### config.mk
export PLATFORM = sky130hd
export DESIGN_NAME = usrt_link_ctrl
export DESIGN_NICKNAME = d
export VERILOG_FILES = /design/src/rtl/usrt_link_ctrl.sv
export SDC_FILE = /design/constraint.sdc
export NUM_CORES = 1
export LEC_CHECK = 0
export ABC_AREA = 1
export ABC_CLOCK_PERIOD_IN_PS = 2700
export CAP_MARGIN = 10
export CELL_PAD_IN_SITES_DETAIL_PLACEMENT = 1
export CELL_PAD_IN_SITES_GLOBAL_PLACEMENT = 1
export CORE_AREA = 2 2 88 90
export CTS_CLUSTER_SIZE = 8
export DETAILED_ROUTE_END_ITERATION = 8
export DIE_AREA = 0 0 90 92
export PLACE_DENSITY = 0.87
export SYNTH_ARGS = -nofsm -noshare
export SYNTH_HDL_FRONTEND = slang
export SYNTH_SLANG_ARGS = --single-unit
### constraint.sdc
create_clock -name clk -period 2.7 [get_ports clk]
set_clock_uncertainty 0.1 [all_clocks]
set_input_delay 0.54 -clock clk [delete_from_list [all_inputs] [get_ports clk]]
set_output_delay 0.54 -clock clk [all_outputs]
set_load 0.02 [all_outputs]
### src/rtl/usrt_link_ctrl.sv
// Round-robin scheduler sharing one USRT link among NREQ byte requesters:
// load/SEND/wait-for-NINTO sequencing with timeout, plus an independent RX capture path.
`timescale 1ns/1ps
module usrt_link_ctrl #(
  parameter int NREQ    = 4,
  parameter int TIMEOUT = 64,
  parameter int CNTW    = 7
) (
  input  logic              clk,
  input  logic              rst,
  input  logic [NREQ-1:0]   req,
  input  logic [8*NREQ-1:0] req_data,
  output logic [NREQ-1:0]   gnt,
  output logic              done,
  output logic              err,
  output logic              load,
  output logic [7:0]        Tx_Data,
  output logic              SEND,
  input  logic              NINTO,
  input  logic              NINTI,
  output logic              READ,
  input  logic [7:0]        Rx_Data,
  output logic              rx_valid,
  output logic [7:0]        rx_byte
);

  localparam int IDXW = (NREQ > 1) ? $clog2(NREQ) : 1;
  localparam logic [CNTW-1:0] CNT_LAST = CNTW'(TIMEOUT - 1);
  localparam logic [CNTW-1:0] CNT_FIRE = CNTW'(TIMEOUT - 2);

  typedef enum logic [2:0] {
    S_IDLE,
    S_LOAD,
    S_SEND,
    S_WAIT,
    S_DONE
  } state_t;

  state_t          state_q, state_d;
  logic [IDXW-1:0] rr_q, rr_d;
  logic [NREQ-1:0] gnt_q, gnt_d;
  logic [7:0]      tx_data_q, tx_data_d;
  logic [CNTW-1:0] cnt_q, cnt_d;
  logic            load_q, load_d;
  logic            send_q, send_d;
  logic            done_q, done_d;
  logic            err_q, err_d;

  logic            ninto_prev_q, ninto_prev_d;
  logic            ninti_prev_q, ninti_prev_d;
  logic            ninto_fall, ninti_fall;

  logic            read_q, read_d;
  logic            cap_q, cap_d;
  logic            rx_valid_q, rx_valid_d;
  logic [7:0]      rx_byte_q, rx_byte_d;

  logic            pick_found;
  logic [IDXW-1:0] pick_idx;
  logic [IDXW-1:0] cand_idx;

  // Both edge registers run every cycle; only WAIT consumes the NINTO edge.
  always_comb begin
    ninto_prev_d = NINTO;
    ninti_prev_d = NINTI;
    ninto_fall   = ninto_prev_q & ~NINTO;
    ninti_fall   = ninti_prev_q & ~NINTI;
  end

  always_comb begin
    pick_found = 1'b0;
    pick_idx   = '0;
    cand_idx   = '0;
    for (int k = 0; k < NREQ; k++) begin
      cand_idx = IDXW'((int'(rr_q) + k) % NREQ);
      if (!pick_found && req[cand_idx]) begin
        pick_found = 1'b1;
        pick_idx   = cand_idx;
      end
    end
  end

  always_comb begin
    state_d   = state_q;
    rr_d      = rr_q;
    gnt_d     = gnt_q;
    tx_data_d = tx_data_q;
    cnt_d     = cnt_q;
    load_d    = 1'b0;
    send_d    = 1'b0;
    done_d    = 1'b0;
    err_d     = 1'b0;
    unique case (state_q)
      S_IDLE: begin
        if (pick_found) begin
          state_d         = S_LOAD;
          gnt_d           = '0;
          gnt_d[pick_idx] = 1'b1;
          rr_d            = (int'(pick_idx) == NREQ - 1) ? '0 : pick_idx + IDXW'(1);
          tx_data_d       = req_data[8*int'(pick_idx) +: 8];
          load_d          = 1'b1;
        end
      end
      S_LOAD: begin
        state_d = S_SEND;
        send_d  = 1'b1;
      end
      S_SEND: begin
        state_d = S_WAIT;
        cnt_d   = '0;
      end
      S_WAIT: begin
        cnt_d = (cnt_q == CNT_LAST) ? cnt_q : cnt_q + CNTW'(1);
        // A frame-done edge in the final counted cycle still beats the timeout.
        if (ninto_fall || cnt_q == CNT_FIRE) begin
          state_d = S_DONE;
          done_d  = 1'b1;
          err_d   = ~ninto_fall;
        end
      end
      S_DONE: begin
        state_d = S_IDLE;
        gnt_d   = '0;
      end
      default: state_d = S_IDLE;
    endcase
  end

  // A fresh NINTI edge cancels any capture still in flight.
  always_comb begin
    read_d     = ninti_fall;
    cap_d      = read_q & ~ninti_fall;
    rx_byte_d  = rx_byte_q;
    rx_valid_d = 1'b0;
    if (cap_q && !ninti_fall) begin
      rx_byte_d  = Rx_Data;
      rx_valid_d = 1'b1;
    end
  end

  always_ff @(posedge clk or posedge rst) begin
    if (rst) begin
      state_q      <= S_IDLE;
      rr_q         <= '0;
      gnt_q        <= '0;
      tx_data_q    <= 8'h00;
      cnt_q        <= '0;
      load_q       <= 1'b0;
      send_q       <= 1'b0;
      done_q       <= 1'b0;
      err_q        <= 1'b0;
      ninto_prev_q <= 1'b1;
      ninti_prev_q <= 1'b1;
      read_q       <= 1'b0;
      cap_q        <= 1'b0;
      rx_valid_q   <= 1'b0;
      rx_byte_q    <= 8'h00;
    end else begin
      state_q      <= state_d;
      rr_q         <= rr_d;
      gnt_q        <= gnt_d;
      tx_data_q    <= tx_data_d;
      cnt_q        <= cnt_d;
      load_q       <= load_d;
      send_q       <= send_d;
      done_q       <= done_d;
      err_q        <= err_d;
      ninto_prev_q <= ninto_prev_d;
      ninti_prev_q <= ninti_prev_d;
      read_q       <= read_d;
      cap_q        <= cap_d;
      rx_valid_q   <= rx_valid_d;
      rx_byte_q    <= rx_byte_d;
    end
  end

  assign gnt      = gnt_q;
  assign done     = done_q;
  assign err      = err_q;
  assign load     = load_q;
  assign Tx_Data  = tx_data_q;
  assign SEND     = send_q;
  assign READ     = read_q;
  assign rx_valid = rx_valid_q;
  assign rx_byte  = rx_byte_q;

endmodule
==> implementation parameters, run 1 <==
Parameter                              Value

Clocking
  H-tree depth    2
  TritonCTS clock tree    yes
  CTS buffer count    5
  Hold buffer count at CTS    0
  Number of buffers on the longest clock path    2
  Clock sinks    41
  Resize count post-CTS    0
  CTS Root Cell    sky130_fd_sc_hd__clkbuf_8
  Clock transition time at the flip-flop clock pins of the worst setup and hold paths    80 ps
  Worst-Skew Late Latency    300 ps
  Setup repair bufs after CTS    0

Synthesis
  Post-synthesis cell area    0.00233 mm^2
  Syn nets    371
  Share of the synthesized area in the top cell type    0.418
  Share of synthesized area occupied by flip-flops and latches    0.441
  Total of flip-flops plus latches after synthesis    41
  Total number of yosys warnings    0
  Synthesized area per cell    7.30 um^2
  Area contributors post-synth    sky130_fd_sc_hd__dfrtp_1 (42%), sky130_fd_sc_hd__nand2_1 (20%), sky130_fd_sc_hd__inv_1 (7.6%)
  Yosys cell types    29
  Cell type contributing the most total cell area after synthesis    sky130_fd_sc_hd__dfrtp_1
  Number of cells produced by synthesis    320

Power and ir drop
  Worst voltage drop across the vdd grid    468 uV
  Static leakage power    1.68 nW
  Total power density per cell area    1120 mW/mm^2

Setup path
  Worst setup path startpoint    rr_q[0]
  Master of the slowest instance on the critical path    sky130_fd_sc_hd__dfrtp_1
  Count of cell instances traversed by the critical path    11
  Classification of the worst setup path    reg2reg
  Crit path max fanout    19
  Source of the worst register-to-register timing path    rr_q[0]
  Most common cell type on the critical path    sky130_fd_sc_hd__nand2_1
  Depth of the most critical reg-to-reg path    11
  Capture point of the critical path    rr_q[1]
  Cell family contributing the most delay on the critical path    simple AND/OR/NAND/NOR gates
  Critical path startpoint category    register
  Endpoint of the worst-slack reg-to-reg timing path    rr_q[1]
  Required time of the critical path    2820 ps
  Number of buffers and inverters on the critical path    1
  Largest incremental delay on the critical path    590 ps
  Setup slack of the most critical reg-to-reg path    370 ps
  Endpoint type of the worst setup path    register
  Worst-path cell chain    inv_2, nand2_1, nand2_1, nand2_1, nand2_1, nand2_1, nand2_1, nand2_4, nand3_4, ha_1, o21ai_0
  WP data arrival    2450 ps

Timing
  Setup TNS Final    0 ps
  Number of hold-slack violations in the final timing report    0
  Final worst path period share    0.864
  Max frequency    429 MHz
  Final setup viols    0
  Max-slew headroom at the worst pin    0.663
  Slew at the pin closest to its max-slew limit    506 ps
  Unrepaired setup endpoints after global routing    no
  Max-slew violation count    0
  Crit path time final    2330 ps

Cells and area
  End-of-flow core utilization    0.442
  Antenna fix cells    0
  Number of cells in the finished layout apart from fillers    500
  Final net count    448
  Fillers    955
  Share of cells above drive strength 1    0.0854
  Post-synthesis to final-layout area growth    40.8%

Global routing
  Pin count of the biggest net entering global routing    42
  Remaining global-route overflow    0
  Antenna violations before repair    0
  Number of global-route vias before repair    2417
  Overall global routing resource usage    0.168
  Global-route wire length before repair    11300 um

Placed design
  Number of placed instances, taps included    492
  Input/output buffers    73
  Final RePlAce weighted congestion    0.890
  Half-perimeter wire length of the detailed placement result    5090 um

Floorplan
  Core area    0.00745 mm^2
  I/O pin cnt    74
  Core Rows    32
  Starting Density    0.314
  Chip height    92 um
  Width of the die    90 um
  Die Footprint    0.00828 mm^2

Min path
  HP Start    Tx_Data[6]
  Min-delay worst type    reg2reg

Detailed routing
  Vias per inst    4.58
  Routed length per placed instance    13.3 um
  Total via count after detailed routing    2290
  Antenna violation net count after detailed routing    0
  Number of DRC markers in iteration 0    67
  Total wirelength of the detailed-routed design    6670 um
  Iteration count of the initial detailed-routing pass    4
  Drt drc    0

Flow run
  Max-Cap Viols    0

Status
  Status    finished, final reports clean
-- flip-flops by register name, summed over array words and instances (netlist names) --
| signal | flops |
|---|---|
| ninto_prev_q | 1 |
| rx_valid | 1 |
| load | 1 |
| gnt | 4 |
| ninti_prev_q | 1 |
| cap_q | 1 |
| READ | 1 |
| state_q | 3 |
| err | 1 |
| rx_byte | 8 |
| done | 1 |
| SEND | 1 |
| rr_q | 2 |
| cnt_q | 7 |
| Tx_Data | 8 |
-- where the power goes --
group | switching (W) | internal [W]
Clock | 0.000213 | 0.000301
Sequential | 0.000137 | 0.000787
Combinational | 0.00141 | 0.000816
Total | 0.00176 | 0.00190
-- worst register-to-register path, stage by stage (launching register included) --
cell                      delay (ps)
sky130_fd_sc_hd__dfrtp_1         590
sky130_fd_sc_hd__inv_2           190
sky130_fd_sc_hd__nand2_1          90
sky130_fd_sc_hd__nand2_1         100
sky130_fd_sc_hd__nand2_1          80
sky130_fd_sc_hd__nand2_1          50
sky130_fd_sc_hd__nand2_1         100
sky130_fd_sc_hd__nand2_1         100
sky130_fd_sc_hd__nand2_4         100
sky130_fd_sc_hd__nand3_4         230
sky130_fd_sc_hd__ha_1            370
sky130_fd_sc_hd__o21ai_0         150
-- Yosys cell counts --
cell	instances
sky130_fd_sc_hd__nor2_2	1
sky130_fd_sc_hd__nor3_1	3
sky130_fd_sc_hd__nand3_4	2
sky130_fd_sc_hd__inv_1	47
sky130_fd_sc_hd__buf_4	1
sky130_fd_sc_hd__nand2_1	124
sky130_fd_sc_hd__a31oi_1	1
sky130_fd_sc_hd__buf_2	5
sky130_fd_sc_hd__buf_8	1
sky130_fd_sc_hd__nand2_4	1
sky130_fd_sc_hd__dfrtp_1	39
sky130_fd_sc_hd__o21ai_0	11
sky130_fd_sc_hd__a21oi_1	4
sky130_fd_sc_hd__nand3b_1	2
sky130_fd_sc_hd__nand3_2	2
sky130_fd_sc_hd__xnor2_1	1
sky130_fd_sc_hd__clkinv_1	2
sky130_fd_sc_hd__nand4_1	18
sky130_fd_sc_hd__nand2_2	10
sky130_fd_sc_hd__xor2_1	1
sky130_fd_sc_hd__nand3_1	20
sky130_fd_sc_hd__nor2_4	1
sky130_fd_sc_hd__o21a_1	1
sky130_fd_sc_hd__buf_6	1
sky130_fd_sc_hd__o22ai_1	2
sky130_fd_sc_hd__dfstp_2	2
sky130_fd_sc_hd__ha_1	3
sky130_fd_sc_hd__inv_2	3
sky130_fd_sc_hd__nor2_1	11
-- how the worst min path moves through the flow --
stage / end / slack, ps / cells after the start
2_1_floorplan: SEND / 350 / 1
3_3_place_gp: Tx_Data[3] / 360 / 2
3_5_place_dp: Tx_Data[4] / 370 / 2
4_1_cts: Tx_Data[4] / 390 / 2
5_1_grt: Tx_Data[4] / 410 / 2
6_report: Tx_Data[6] / 380 / 2
-- cell type report --
cell class,count,area [um^2],share of cell area
Multi-Input combinational cell,219,1050,0.320
Sequential cell,41,1030,0.313
Timing Repair Buffer,78,768,0.234
Inverter,52,195,0.0594
Tap cell,102,128,0.0388
Clock buffer,7,86.3,0.0263
Clock inverter,1,30.0,0.00913
-- cells by family after synthesis --
family                     share of synthesized area
adders and majority gates                     0.0161
buffers and inverters                          0.109
and+or+nand+nor                                0.384
AOI/OAI and AO/OA                             0.0434
xor gates and xnor gates                     0.00750
DFF                                            0.441
-- routing by layer --
metal / GRT usage / up-vias / wire length [um]
li1: - / 1152 / -
met1: 0.201 / 1075 / 2880
met2: 0.303 / 52 / 3360
met3: 0.0394 / 11 / 305
met4: 0.0487 / 0 / 124
met5: 0 / - / 0
-- cells in the final DEF, fill, tap and decap left out, drive strengths merged --
cell / synthesis / routed
a21oi: 4 / 4
a31oi: 1 / 1
buf: 8 / 5
bufinv: 0 / 1
clkbuf: 0 / 7
clkdlybuf4s50: 0 / 73
clkinv: 2 / 2
dfrtp: 39 / 39
dfstp: 2 / 2
ha: 3 / 3
inv: 50 / 50
nand2: 135 / 135
nand3: 24 / 24
nand3b: 2 / 2
nand4: 18 / 18
nor2: 13 / 13
nor3: 3 / 3
o21a: 1 / 1
o21ai: 11 / 11
o22ai: 2 / 2
xnor2: 1 / 1
xor2: 1 / 1
-- per-stage QoR --
step / setup WS, ps / hold slack [ps] / power, W / instance area, um^2
finish: 369 / 384 / 0.00367 / 3290
global route: 168 / 410 / 0.00402 / 3290
CTS: 361 / 391 / 0.00373 / 3290
detailed placement: 91.2 / 369 / 0.00319 / 3170
global placement: 193 / 364 / 0.00310 / 3170
floorplan: 738 / 348 / 0.00254 / 2330
Note: power is estimated with default switching activity, not from simulation.
==> run 2: changes to the inputs <==
ABC_CLOCK_PERIOD_IN_PS = 1900   (was 2700)
CORE_AREA = 2 2 93 95   (was 2 2 88 90)
DIE_AREA = 0 0 95 97   (was 0 0 90 92)
PLACE_DENSITY = 0.82   (was 0.87)
TNS_END_PERCENT = 20   (was not set)
clock period = 1.9 ns   (was 2.7 ns; I/O delays follow)
==> implementation parameters, run 2 (synthesis gave the netlist of run 1 again) <==
Parameter                              Value

Clocking
  Number of buffers on the longest clock path    2
  Worst-Skew Late Latency    290 ps
  Clock sinks    41
  CTS Root Cell    sky130_fd_sc_hd__clkbuf_8
  H-tree depth    2
  TritonCTS clock tree    yes
  CTS buffer count    5
  Clock transition time at the flip-flop clock pins of the worst setup and hold paths    80 ps

Power and ir drop
  Worst voltage drop across the vdd grid    575 uV
  Total power density per cell area    1810 mW/mm^2
  Power Total    0.00693 W
  Static leakage power    1.89 nW

Detailed routing
  Total wirelength of the detailed-routed design    7940 um
  Vias per inst    4.68
  Met3 Routed Length    434 um
  Routed length per placed instance    14.9 um
  Antenna violation net count after detailed routing    0
  Drt drc    0
  Total via count after detailed routing    2493
  Number of DRC markers in iteration 0    47
  Wire length on met1    3280 um
  Highest routed metal layer    met4
  Met2 Routed Length    4090 um
  Iteration count of the initial detailed-routing pass    4

Placed design
  Input/output buffers    73
  Final RePlAce weighted congestion    0.875
  Half-perimeter wire length of the detailed placement result    5410 um

Floorplan
  Width of the die    95 um
  Core area    0.00813 mm^2
  Chip height    97 um
  Die Footprint    0.00922 mm^2
  Core Rows    33
  Starting Density    0.287
  I/O pin cnt    74

Setup path
  WP data arrival    2190 ps
  Critical path startpoint category    register
  Endpoint type of the worst setup path    register
  Required time of the critical path    1980 ps
  Worst setup path startpoint    rr_q[0]
  Crit path max fanout    7
  Classification of the worst setup path    reg2reg
  Source of the worst register-to-register timing path    rr_q[0]

Cells and area
  Most common cell after layout, fill and taps aside    sky130_fd_sc_hd__nand2_1
  Final net count    478
  Fillers    993
  Most frequent cells in the layout    sky130_fd_sc_hd__nand2_1 (103), sky130_fd_sc_hd__clkdlybuf4s50_1 (72), sky130_fd_sc_hd__inv_1 (44)
  Share of cells above drive strength 1    0.241
  Post-synthesis to final-layout area growth    63.7%
  Antenna fix cells    0

Status
  Violated checks    setup timing
  Status    complete, but fails checks

Global routing
  Pin count of the biggest net entering global routing    42
  Antenna violations before repair    0
  Number of global-route vias before repair    2720
  Overall global routing resource usage    0.172
  Global-route wire length before repair    12700 um
  Remaining global-route overflow    0

Timing
  Max-slew headroom at the worst pin    0.733
  Crit path time final    2110 ps
  Final setup viols    15
  Post-route worst hold slack    349 ps
  Max frequency    474 MHz
  Slew at the pin closest to its max-slew limit    399 ps
  Number of hold-slack violations in the final timing report    0
  Unrepaired setup endpoints after global routing    yes
  Final WS setup    -209 ps
  Final worst path period share    1.11
  Max-slew violation count    0

Flow run
  Max-Cap Viols    0

Min path
  Min-delay worst type    in2async
[run 2: cell count changes in the layout (fill, tap and decap cells not counted), moves of 6 or more]
cell / before / now
sky130_fd_sc_hd__nand2_4: 1 / 7
sky130_fd_sc_hd__nand3_1: 20 / 13
sky130_fd_sc_hd__o21ai_0: 11 / 4
sky130_fd_sc_hd__nand2_1: 124 / 103
sky130_fd_sc_hd__nand2_2: 10 / 24
sky130_fd_sc_hd__buf_4: 5 / 21
sky130_fd_sc_hd__buf_6: 0 / 7
[run 2: final cells by class]
class	count	area [um^2]	share of cell area
Timing Repair Buffer	106	1080	0.283
Inverter	52	209	0.0547
Timing Repair inverter	2	15.0	0.00393
Clock inverter	1	30.0	0.00786
Multi-Input combinational cell	219	1240	0.324
Tap cell	105	131	0.0344
Clock buffer	7	86.3	0.0226
Sequential cell	41	1030	0.270
[run 2: worst max-delay path, cell delays in order, from the launching register on]
cell and delay [ps]:
sky130_fd_sc_hd__dfrtp_2 500, sky130_fd_sc_hd__clkinvlp_4 180, sky130_fd_sc_hd__nand2_1 120, sky130_fd_sc_hd__nand2_2 70, sky130_fd_sc_hd__nand2_2 80, sky130_fd_sc_hd__nand2_4 70, sky130_fd_sc_hd__nor2_4 130, sky130_fd_sc_hd__nand3_4 120
sky130_fd_sc_hd__buf_6 150, sky130_fd_sc_hd__nand2_8 70, sky130_fd_sc_hd__clkinvlp_4 180, sky130_fd_sc_hd__o21a_1 230
[run 2: what timing repair did]
| action | in CTS | in global routing |
|---|---|---|
| cloned | 3 | 1 |
| setup endpoints to repair | 15 | 21 |
| setup buffers | 6 | 2 |
| resized for setup | 40 | 31 |
| pin swaps | 18 | 22 |
| hold buffers | 0 | 0 |
[run 2: report_power, final]
part / leakage [nW] / internal (W) / switching [W]
Sequential: 0.520 / 0.00112 / 0.000207
Combinational: 1.32 / 0.00217 / 0.00271
Clock: 0.0585 / 0.000429 / 0.000300
[run 2: path summary, 6_finish.rpt]
kind | endpoint | slack, ps | cells after the start
setup reg to reg | rr_q[0] | -210 | 11
min in group clk | rx_byte[1] | 380 | 2
hold / removal | cnt_q[2] | 350 | 3
max in group asynchronous | ninto_prev_q | 1100 | 3
hold reg to reg | rx_byte[1] | 380 | 2
setup / recovery | rr_q[0] | -210 | 11
[run 2: through the flow]
stage / utilization / area [um^2] / instances / worst slack [ps] / setup TNS [ps]
6_report: 0.470 / 3820 / 533 / -209 / -2480
3_3_place_gp: 0.413 / 3360 / 513 / -333 / -4550
3_5_place_dp: 0.413 / 3360 / 513 / -446 / -6020
2_1_floorplan: - / 2350 / 320 / 15.8 / 0
5_1_grt: 0.470 / 3820 / 533 / -350 / -4560
4_1_cts: 0.452 / 3670 / 530 / -107 / -1260
[run 2: layer usage]
layer | up-vias | global-route usage
li1 | 1215 | -
met3 | 14 | 0.0382
met4 | 0 | 0.0468
met5 | - | 0
met2 | 62 | 0.310
met1 | 1202 | 0.202
==> run 3: changes to the inputs <==
CELL_PAD_IN_SITES_DETAIL_PLACEMENT = not set   (was 1)
CELL_PAD_IN_SITES_GLOBAL_PLACEMENT = not set   (was 1)
CORE_AREA = 5 5 81 83   (was 2 2 93 95)
DIE_AREA = 0 0 86 88   (was 0 0 95 97)
PLACE_DENSITY = 0.83   (was 0.82)
==> implementation parameters, run 3 (synthesis gave the netlist of run 1 again) <==
Parameter                              Value

Global routing
  Global-route wire length before repair    11100 um
  Overall global routing resource usage    0.181
  Antenna violations before repair    0
  Number of global-route vias before repair    2426
  Remaining global-route overflow    0
  Pin count of the biggest net entering global routing    42

Cells and area
  Final net count    476
  Share of cells above drive strength 1    0.275
  End-of-flow core utilization    0.667
  Multi-input logic area    0.00131 mm^2
  Storage element area    0.00103 mm^2
  Most common cell after layout, fill and taps aside    sky130_fd_sc_hd__nand2_1
  Post-synthesis to final-layout area growth    65.1%
  Antenna fix cells    0
  Most frequent cells in the layout    sky130_fd_sc_hd__nand2_1 (91), sky130_fd_sc_hd__clkdlybuf4s50_1 (70), sky130_fd_sc_hd__inv_1 (41)
  Fillers    474

Timing
  Unrepaired setup endpoints after global routing    yes
  Max-slew violation count    0
  Final setup viols    15
  Number of hold-slack violations in the final timing report    0
  Final worst path period share    1.12
  Setup TNS Final    -2770 ps
  Final WS setup    -227 ps
  Post-route worst hold slack    348 ps
  Slew at the pin closest to its max-slew limit    367 ps
  Max-slew headroom at the worst pin    0.754
  Crit path time final    2130 ps
  Max frequency    470 MHz

Setup path
  Worst-path cell chain    clkdlybuf4s50_1, inv_1, nand2_1, nand2_1, nand2_2, nand2_2, nand2_4, nand2_4, nand2_4, nand3_4, buf_6, buf_6, nand2_2, nand3_2, nand2_2, nand2_2, nand2_1
  WP data arrival    2250 ps
  Depth of the most critical reg-to-reg path    17
  Endpoint type of the worst setup path    register
  Number of buffers and inverters on the critical path    4
  Critical path startpoint category    input pin
  Endpoint of the worst-slack reg-to-reg timing path    Tx_Data[7]
  Crit path max fanout    4
  Most common cell type on the critical path    sky130_fd_sc_hd__nand2_2
  Source of the worst register-to-register timing path    rr_q[0]
  Classification of the worst setup path    in2reg
  Cell family contributing the most delay on the critical path    simple AND/OR/NAND/NOR gates
  Required time of the critical path    2030 ps
  Master of the slowest instance on the critical path    sky130_fd_sc_hd__clkdlybuf4s50_1
  Setup slack of the most critical reg-to-reg path    -200 ps
  Largest incremental delay on the critical path    510 ps

Floorplan
  I/O pin cnt    74
  Chip height    88 um
  Die Footprint    0.00757 mm^2
  Width of the die    86 um
  Core area    0.00578 mm^2
  Starting Density    0.404
  Core Rows    28

Detailed routing
  Vias per inst    4.84
  Drt drc    0
  Total wirelength of the detailed-routed design    7200 um
  Total via count after detailed routing    2427
  Number of DRC markers in iteration 0    138
  Antenna violation net count after detailed routing    0
  Iteration count of the initial detailed-routing pass    4
  Routed length per placed instance    14.4 um

Clocking
  Clock transition time at the flip-flop clock pins of the worst setup and hold paths    80 ps
  Hold buffer count at CTS    0
  Worst-Skew Late Latency    290 ps
  CTS Root Cell    sky130_fd_sc_hd__clkbuf_8
  H-tree depth    2
  Clock sinks    41
  TritonCTS clock tree    yes
  Number of buffers on the longest clock path    2
  CTS buffer count    5

Power and ir drop
  Proportion of total power due to net switching    0.460
  Worst voltage drop across the vdd grid    1070 uV
  Clock Power Share    0.102
  Power Total    0.00706 W
  Static leakage power    1.92 nW
  Total power density per cell area    1830 mW/mm^2
  Sequential cell fraction of total power    0.188
  Fraction of power consumed by combinational cells    0.709
  Internal    0.00381 W
  Switching pwr    0.00325 W

Status
  Violated checks    setup timing
  Status    complete, but fails checks

Placed design
  Half-perimeter wire length of the detailed placement result    4670 um
  Input/output buffers    73
  Final RePlAce weighted congestion    0.848

Min path
  Min-delay worst type    in2async

Flow run
  Max-Cap Viols    0
## run 3: through the flow
| stage | worst slack [ps] | area [um^2] | instances |
|---|---|---|---|
| 3_3_place_gp | -344 | 3290 | 479 |
| 3_5_place_dp | -412 | 3290 | 479 |
| 6_report | -227 | 3850 | 501 |
| 5_1_grt | -313 | 3850 | 501 |
| 4_1_cts | -86.9 | 3520 | 493 |
| 2_1_floorplan | 15.8 | 2350 | 320 |
## run 3: worst register-to-register path, cell delays in order, from the launching register on
cell	delay [ps]
sky130_fd_sc_hd__dfrtp_2	460
sky130_fd_sc_hd__clkinv_4	100
sky130_fd_sc_hd__buf_4	160
sky130_fd_sc_hd__nand2_1	60
sky130_fd_sc_hd__nand2_1	80
sky130_fd_sc_hd__nand2_2	100
sky130_fd_sc_hd__nand2_2	90
sky130_fd_sc_hd__nand2_4	90
sky130_fd_sc_hd__nand2_4	60
sky130_fd_sc_hd__nand2_4	80
sky130_fd_sc_hd__nand3_4	130
sky130_fd_sc_hd__buf_6	170
sky130_fd_sc_hd__buf_6	100
sky130_fd_sc_hd__nand2_2	50
sky130_fd_sc_hd__nand3_2	60
sky130_fd_sc_hd__nand2_2	70
sky130_fd_sc_hd__nand2_2	50
sky130_fd_sc_hd__nand2_1	60
## run 3: timing repair
item / in CTS / in global routing
gates resized for setup: 23 / 79
buffers inserted: 5 / 8
gates cloned: 1 / 1
pin swaps: 14 / 32
endpoints found under the setup margin: 15 / 18
## run 3: worst max path at each step
stage          startpoint         end  slack, ps  cells past startpoint
6_report           req[3]  Tx_Data[7]       -230                     17
5_1_grt           rr_q[0]  Tx_Data[5]       -310                     17
4_1_cts           rr_q[0]  Tx_Data[7]        -90                     15
3_5_place_dp       req[1]  Tx_Data[1]       -410                     16
3_3_place_gp       req[1]  Tx_Data[7]       -340                     17
2_1_floorplan     rr_q[0]     rr_q[1]         20                     11
## run 3: power by group through the flow
stage | registers (W) | logic, W | clock network (W)
after floorplan | 0.00146 | 0.00219 | 0
after global placement | 0.00132 | 0.00351 | 0
after detailed placement | 0.00132 | 0.00362 | 0
after CTS | 0.00132 | 0.00407 | 0.000736
after global routing | 0.00136 | 0.00541 | 0.000778
final | 0.00133 | 0.00500 | 0.000722
## run 3: cell type report
class,count,area share
multi-input combinational,219,0.340
timing repair buffer,105,0.281
sequential,41,0.267
inverter,52,0.0555
tap,75,0.0243
clock buffer,7,0.0224
clock inverter,1,0.00779
timing repair inverter,1,0.00195
## run 3: routing by layer
layer	vias to the layer above	GRT usage	part of all wire
li1	1209	-	-
met1	1120	0.223	0.42
met2	79	0.312	0.50
met3	19	0.0423	0.054
met4	0	0.0576	0.026
met5	-	0	0
